[config.mk]
export PLATFORM = sky130hd
export DESIGN_NAME = inst_fetch
export DESIGN_NICKNAME = d
export VERILOG_FILES = /design/src/rtl/inst_fetch_pkg.sv /design/src/rtl/pc_next_sel.sv /design/src/rtl/inst_fetch.sv
export SDC_FILE = /design/constraint.sdc
export NUM_CORES = 1
export LEC_CHECK = 0
export ABC_AREA = 1
export CORE_MARGIN = 2
export CORE_UTILIZATION = 40
export CTS_CLUSTER_SIZE = 16
export DETAILED_ROUTE_END_ITERATION = 12
export GPL_ROUTABILITY_DRIVEN = 0
export HOLD_SLACK_MARGIN = 0.06
export PLACE_DENSITY = 0.8
export SETUP_SLACK_MARGIN = 0.15
export SYNTH_ARGS = -nofsm -noshare
export SYNTH_HDL_FRONTEND = slang
export SYNTH_SLANG_ARGS = --single-unit
[constraint.sdc]
create_clock -name clk -period 2.1 [get_ports clk]
set_clock_uncertainty 0.15 [all_clocks]
set_input_delay 0.42 -clock clk [delete_from_list [all_inputs] [get_ports clk]]
set_output_delay 0.42 -clock clk [all_outputs]
set_load 0.1 [all_outputs]
[src/rtl/inst_fetch_pkg.sv]
// rtl/inst_fetch_pkg.sv - shared CPU constants and types for the fetch stage
package inst_fetch_pkg;

  localparam int WORD_W = 32;

  typedef logic [WORD_W-1:0] word_t;

  localparam word_t RESET_PC_DEF   = 32'h0000_0000;
  localparam word_t EXC_VECTOR_DEF = 32'h0000_0054;
  localparam word_t NOP            = 32'h0000_0000;
  localparam word_t PC_STEP        = 32'd4;

  // Which rule chose the next PC; the top uses it to decide IF/ID behaviour.
  typedef enum logic [2:0] {
    SEL_SEQ,
    SEL_HOLD,
    SEL_EXC,
    SEL_ERET,
    SEL_REDIR,
    SEL_FAULT
  } pc_sel_e;

  // Instruction words are 4-byte aligned; any low bit set is a fetch fault.
  function automatic logic misaligned(input word_t addr);
    return addr[1:0] != 2'b00;
  endfunction

endpackage

[src/rtl/pc_next_sel.sv]
// rtl/pc_next_sel.sv - fixed-priority next-PC selection and misalignment check
module pc_next_sel
  import inst_fetch_pkg::*;
#(
  parameter word_t EXC_VECTOR = EXC_VECTOR_DEF
) (
  input  logic    [WORD_W-1:0] pc,
  input  logic                 stall,
  input  logic                 redirect_en,
  input  logic    [WORD_W-1:0] redirect_pc,
  input  logic                 exc_req,
  input  logic                 eret_req,
  input  logic    [WORD_W-1:0] epc,
  output logic    [WORD_W-1:0] next_pc,
  output pc_sel_e              sel,
  output logic    [WORD_W-1:0] fault_addr
);

  word_t target;

  // Priority: exception, then eret, then redirect, then stall, else PC+4.
  always_comb begin
    next_pc    = pc + PC_STEP;
    sel        = SEL_SEQ;
    target     = eret_req ? epc : redirect_pc;
    fault_addr = target;
    if (exc_req) begin
      next_pc = EXC_VECTOR;
      sel     = SEL_EXC;
    end else if (eret_req || redirect_en) begin
      if (misaligned(target)) begin
        next_pc = EXC_VECTOR;
        sel     = SEL_FAULT;
      end else begin
        next_pc = target;
        sel     = eret_req ? SEL_ERET : SEL_REDIR;
      end
    end else if (stall) begin
      next_pc = pc;
      sel     = SEL_HOLD;
    end
  end

endmodule

[src/rtl/inst_fetch.sv]
// rtl/inst_fetch.sv - instruction fetch stage: PC register and IF/ID register
module inst_fetch
  import inst_fetch_pkg::*;
#(
  parameter word_t RESET_PC   = RESET_PC_DEF,
  parameter word_t EXC_VECTOR = EXC_VECTOR_DEF
) (
  input  logic              clk,
  input  logic              rst,
  output logic [WORD_W-1:0] Iaddr,
  input  logic [WORD_W-1:0] Inst,
  input  logic              stall,
  input  logic              redirect_en,
  input  logic [WORD_W-1:0] redirect_pc,
  input  logic              exc_req,
  input  logic              eret_req,
  input  logic [WORD_W-1:0] epc,
  output logic [WORD_W-1:0] if_inst,
  output logic [WORD_W-1:0] if_pc,
  output logic              if_valid,
  output logic              fetch_abend,
  output logic [WORD_W-1:0] bad_addr
);

  word_t   pc;
  word_t   next_pc;
  word_t   fault_addr;
  pc_sel_e sel;

  assign Iaddr = pc;

  pc_next_sel #(
    .EXC_VECTOR (EXC_VECTOR)
  ) u_pc_next_sel (
    .pc          (pc),
    .stall       (stall),
    .redirect_en (redirect_en),
    .redirect_pc (redirect_pc),
    .exc_req     (exc_req),
    .eret_req    (eret_req),
    .epc         (epc),
    .next_pc     (next_pc),
    .sel         (sel),
    .fault_addr  (fault_addr)
  );

  // PC and IF/ID update; any control transfer squashes the word fetched this cycle.
  always_ff @(posedge clk) begin
    if (rst) begin
      pc          <= RESET_PC;
      if_inst     <= NOP;
      if_pc       <= RESET_PC;
      if_valid    <= 1'b0;
      fetch_abend <= 1'b0;
      bad_addr    <= '0;
    end else begin
      pc          <= next_pc;
      fetch_abend <= (sel == SEL_FAULT);
      if (sel == SEL_FAULT) begin
        bad_addr <= fault_addr;
      end
      case (sel)
        SEL_SEQ: begin
          if_inst  <= Inst;
          if_pc    <= pc;
          if_valid <= 1'b1;
        end
        SEL_HOLD: begin
          if_inst  <= if_inst;
          if_pc    <= if_pc;
          if_valid <= if_valid;
        end
        default: begin
          if_inst  <= NOP;
          if_pc    <= pc;
          if_valid <= 1'b0;
        end
      endcase
    end
  end

endmodule

# ---- After elaboration in Yosys (flattened, before gate mapping)
# Index checks and enable logic that the tools add are counted.
dict set report totals {
  reg_bits 130
  input_bits 102
  output_inout_bits 130
  word_cells 28
}
dict set report op_classes {
  n_addsub 1
  n_eq_ne 4
  muxes 12
  n_reduce_logical 4
}
# op count
set op_table {}
lappend op_table {{32-bit two-way mux} 4}
lappend op_table {{32-bit one-hot mux with 2 select lines} 1}
lappend op_table {{32-bit by 3-bit adder with 32-bit output, second input constant} 1}
lappend op_table {{3-bit two-way mux} 4}
lappend op_table {{7-bit two-way mux} 1}
lappend op_table {{3-bit by 1-bit equality test with 1-bit output, second input constant} 1}
lappend op_table {{3-bit equality test, second input constant} 1}
lappend op_table {{3-bit logical NOT} 1}
lappend op_table {{3-bit by 1-bit inequality test with 1-bit output, second input constant} 1}
lappend op_table {{2-bit by 1-bit inequality test with 1-bit output, second input constant} 1}
lappend op_table {{1-bit one-hot mux with 2 select lines} 1}
lappend op_table {{2-bit nonzero test} 1}
lappend op_table {{2-bit OR reduction} 1}
lappend op_table {{1-bit logical OR} 1}
lappend op_table {{1-bit two-way mux} 1}

# ---- Logic depth before layout (Yosys ltp)
dict set report depth {
  ltp_word 7
  depth_mapped 11
  depth_no_buf 10
}

# ---- By module
# From an unflattened synthesis, not the netlist that was laid out.
dict set report unflattened {
  cells_unflattened 1032
  area_unflattened_um2 6730.2
}
# mod n_inst cells_each area_per_inst_um2 seq_area_each_um2
set modules_own_cells {}
lappend modules_own_cells {inst_fetch 1 606 4742.0 2602.5}
lappend modules_own_cells {pc_next_sel 1 426 1988.2 0.0}

# ---- Worst setup path after synthesis
# No wires, ideal clock.
dict set report synth_timing {
  path_type {register -> register}
  startpoint {register pc[3], in the netlist Iaddr[3]}
  endpoint {register pc[16], in the netlist Iaddr[16]}
  setup_ps 123
  arrival_ps 2126
  required_time_ps 1827
  slack_ps -299
  stages_incl_launch_ff 8
  path_buffers 0
  cell_sequence {dfxtp_1 -> ha_1 -> nand3_1 -> nor2_1 -> nand3_1 -> xnor2_1 -> nand2_1 -> a21oi_1}
}
dict set report synth_between {
  elab_chain_len 3
}
# item line
set synth_lines {}
lappend synth_lines {{start: declaration} inst_fetch.sv:25} ;# word_t pc;
lappend synth_lines {{start signal: assignment} inst_fetch.sv:57} ;# pc <= next_pc;
lappend synth_lines {{32-bit by 3-bit adder with 32-bit output} pc_next_sel.sv:23} ;# next_pc = pc + PC_STEP;
lappend synth_lines {{32-bit two-way mux} pc_next_sel.sv:38} ;# end else if (stall) begin
lappend synth_lines {{32-bit two-way mux} pc_next_sel.sv:30} ;# end else if (eret_req || redirect_en) begin
# Every way passes these cells. The select of a mux whose other input is x is not followed.
# A chain may end at the register's enable or synchronous reset.

# ---- Worst setup path in the final report
dict set report layout_timing {
  startpoint {input eret_req}
  endpoint {register pc[19], in the netlist Iaddr[19]}
}
dict set report layout_between {
  elab_chain_len 4
  elab_cells_between_ends 6
  classes_between {1 x eq/ne; 3 x mux; 2 x reduce/logical}
}
# item line
set layout_lines {}
lappend layout_lines {{start: declaration} inst_fetch.sv:16} ;# input logic eret_req,
lappend layout_lines {{32-bit two-way mux} pc_next_sel.sv:25} ;# target = eret_req ? epc : redirect_pc;
lappend layout_lines {{2-bit nonzero test} inst_fetch_pkg.sv:25} ;# return addr[1:0] != 2'b00;
lappend layout_lines {{32-bit two-way mux} pc_next_sel.sv:31} ;# if (misaligned(target)) begin
lappend layout_lines {{32-bit two-way mux} pc_next_sel.sv:30}
# Several ways; a longest one is shown, not always the timed one.

==> impl_metrics.csv <==
group,metric,value,unit
final_layout,multi_input_area,2970,sq um
logic_synthesis,seq_area_frac_synth,43.5,%
final_layout,post-route-util,67.6,%
power_and_ir_drop,p_leak,0.00428,uW
power_and_ir_drop,peakVddDrop,536,uV
detailed_routing,remaining_drc_errors,0,
timing,timing.final.crit_period,1.87,ns
min_path,min_path_type,"reg2reg",
placement,hpwl,15.6,mm
timing,fin_crit_sh,89.1,%
floorplan,core_area,14600,sq um
timing,rsz0062_at_grt,"yes",
detailed_routing,viasPerCell,5.17,
run,cap_violations,0,
logic_synthesis,yosys_warnings,0,
critical_path,critical_path_buf_inv_count,4,
final_layout,fill_cells,1184,
critical_path,cp_max_fo,12,
timing,whs,0.317,ns
detailed_routing,routed_wirelength,20.8,mm
critical_path,rrSetupSlack,0.31,ns
critical_path,crit_type,"in2reg",
placement,detailedPlace.worstSlack,-0.197,ns
global_routing,grt.busiest_layer,"met2",
timing,slew_headroom,80.0,%
global_routing,use_met1,28.8,%
floorplan,die_x,126,um
critical_path,critPathSlowestCell,"clkdlybuf4s50_1",
timing,setup_viol,0,
critical_path,crit-reg2reg-launch,"Iaddr[2]",
clock_network,clk_latency,0.42,ns
detailed_routing,via_count,6875,
floorplan,die_area,15900,sq um
timing,finalSetupTns,0,ns
clock_network,numCtsBuffers,17,
critical_path,worstReg2RegEnd,"Iaddr[24]",
logic_synthesis,syn_area_per_cell,6.69,sq um
final_layout,num_antenna_cells,0,
detailed_routing,ant_nets,0,
global_routing,antenna_found_initial,0,
critical_path,ff2ff_path_depth,8,
logic_synthesis,syn-cell-area,5980,sq um
critical_path,crit_chain,"clkdlybuf4s50_1 > buf_6 > inv_2 > nand2_1 > o21ai_2 > nand2_1 > nor2_4 > clkbuf_16 > nand2_1 > nand2_1 > a21oi_1 > nor2_1",
final_layout,final_common_cell,"nand2_1",
status,status,"complete, no violations",
global_routing,grt_start_max_net_pins,47,
detailed_routing,drt_iter0_drc,560,
power_and_ir_drop,total_power,7380,uW
critical_path,worstPathRequired,2.30,ns
clock_network,cts.path.max_buffers,2,
final_layout,drive_above_1_share,21.4,%
critical_path,cp.arrival,2.07,ns
clock_network,clkSlewWorstSetupHoldPaths,0.06,ns
logic_synthesis,synth_cell_type_count,31,
timing,tightest_slew,0.303,ns
final_layout,nets,1236,
global_routing,use_met3,8.84,%
timing,max_freq,0.535,GHz
clock_network,clock-sinks,130,
critical_path,start_kind,"input port",
critical_path,path_delay_family,"buffers and inverters",
final_layout,area_growth_syn_to_layout,65.0,%
clock_network,cts_htree_levels,4,
global_routing,grt_pass1_vias,6610,
critical_path,crit_top_cell,"nand2_1",
clock_network,cts_hold_buf,0,
logic_synthesis,synth_cells,893,
placement,port_buffers,231,
final_layout,seq_area,2640,sq um
power_and_ir_drop,p_per_area,748,nW/um^2
detailed_routing,first_pass_iters,6,
clock_network,postCtsSetupBuffers,0,
min_path,hold_end,"if_inst[19]",
critical_path,max_stage_delay,0.41,ns
logic_synthesis,syn_nets,996,
global_routing,grt_pass1_wl,32.7,mm
floorplan,ios,232,
clock_network,clockRootBuffer,"clkbuf_16",
min_path,min_from,"if_inst[19]",
final_layout,mostFrequentLayoutCells,"323 x nand2_1, 103 x dfxtp_1, 101 x clkdlybuf4s50_1, 98 x nor2_1, 93 x buf_4",
min_path,hold_depth,2,
global_routing,track_usage,25.8,%
timing,fin_ws,0.230,ns
floorplan,die-height,126,um
global_routing,met2_usage,45.8,%
timing,final_max_slew_viol_count,0,
critical_path,worstSetupEndpointType,"flip-flop",
timing,finalHoldViolations,0,
logic_synthesis,ys_seq_elements,130,
clock_network,cts_tree,"built",
detailed_routing,wire_per_inst,15.7,um
floorplan,start_util,41.0,%
floorplan,num_rows,44,
global_routing,overflow,0,
## cell families after synthesis
group	after synthesis	share of synthesized area, %
xor gates and xnor gates	8	1.17
AOI/OAI and AO/OA	165	15.0
adders and majority gates	1	0.209
and+or+nand+nor	488	32.9
buffers and inverters	101	7.22
DFF	130	43.5
## how the worst max path moves through the flow
stage	startpoint	to	slack, ns	depth (start not counted)
2_1_floorplan	Iaddr[2]	Iaddr[16]	0.13	7
3_3_place_gp	eret_req	Iaddr[21]	-0.09	11
3_5_place_dp	eret_req	Iaddr[24]	-0.20	11
4_1_cts	Iaddr[2]	Iaddr[24]	0.24	8
5_1_grt	eret_req	Iaddr[19]	0.12	12
6_report	eret_req	Iaddr[19]	0.23	12
## routing by layer
metal | part of all wire, % | wire [um] | vias to the layer above
li1 | - | - | 3358
met1 | 37 | 7750 | 3122
met2 | 50 | 10500 | 355
met3 | 10 | 2090 | 40
met4 | 2.5 | 514 | 0
met5 | 0 | 0 | -
## worst min-delay path, cell delays in order, from the launching register on
cell and delay [ns]:
dfxtp_1 0.31, nand2_1 0.06, a21oi_1 0.06
## power by group
| group | switching (uW) | internal [uW] | total [uW] |
|---|---|---|---|
| registers | 92.0 | 2560 | 2650 |
| clock network | 1170 | 1990 | 3160 |
| logic | 1020 | 543 | 1560 |
## Yosys cell counts
cell type	number	area (sq um)
buf_1	1	3.75
o21ai_0	68	340
xor2_1	7	61.3
buf_4	7	52.6
buf_2	9	45.0
nor2_2	2	12.5
nand2_2	1	6.26
o211ai_1	3	22.5
nor2_8	2	40.0
ha_1	1	12.5
a21oi_1	65	325
nor3_1	2	10.0
o22ai_1	2	12.5
nand4_1	2	12.5
clkinv_1	1	3.75
inv_2	4	15.0
a31oi_1	5	31.3
xnor2_1	1	8.76
nor4_1	1	6.26
inv_1	49	184
nor3_2	1	10.0
buf_6	2	22.5
nor2_4	2	22.5
nand3_1	50	250
a22oi_1	19	143
dfxtp_1	130	2600
nor2_1	101	379
o21bai_2	1	11.3
clkbuf_1	28	105
o21ai_1	2	10.0
nand2_1	324	1220
## area by class of cell
| cell class | count | area share, % |
|---|---|---|
| Clock buffer | 19 | 4.71 |
| Clock inverter | 13 | 1.71 |
| Inverter | 54 | 2.05 |
| Multi-Input combinational cell | 662 | 30.1 |
| Sequential cell | 130 | 26.7 |
| Tap cell | 184 | 2.33 |
| Timing Repair Buffer | 268 | 32.3 |
## state kept, by name, summed over array words and instances, names as in the netlist, named ones only
register	flops
bad_addr	32
fetch_abend	1
if_valid	1
if_pc	32
Iaddr	30
if_inst	32
## through the flow
step                      std cells  area, sq um
final                          1330         9870
after global routing           1330         9870
after CTS                      1329         9820
after detailed placement       1297         9190
after global placement         1297         9190
after floorplan                 893         6010
## what timing repair did
| action | in CTS | in global routing |
|---|---|---|
| setup endpoints to repair | 0 | 13 |
| hold endpoints to repair | 0 | 0 |
| gates resized for setup | 0 | 8 |
No activity file was read; power rests on OpenSTA's default activity.
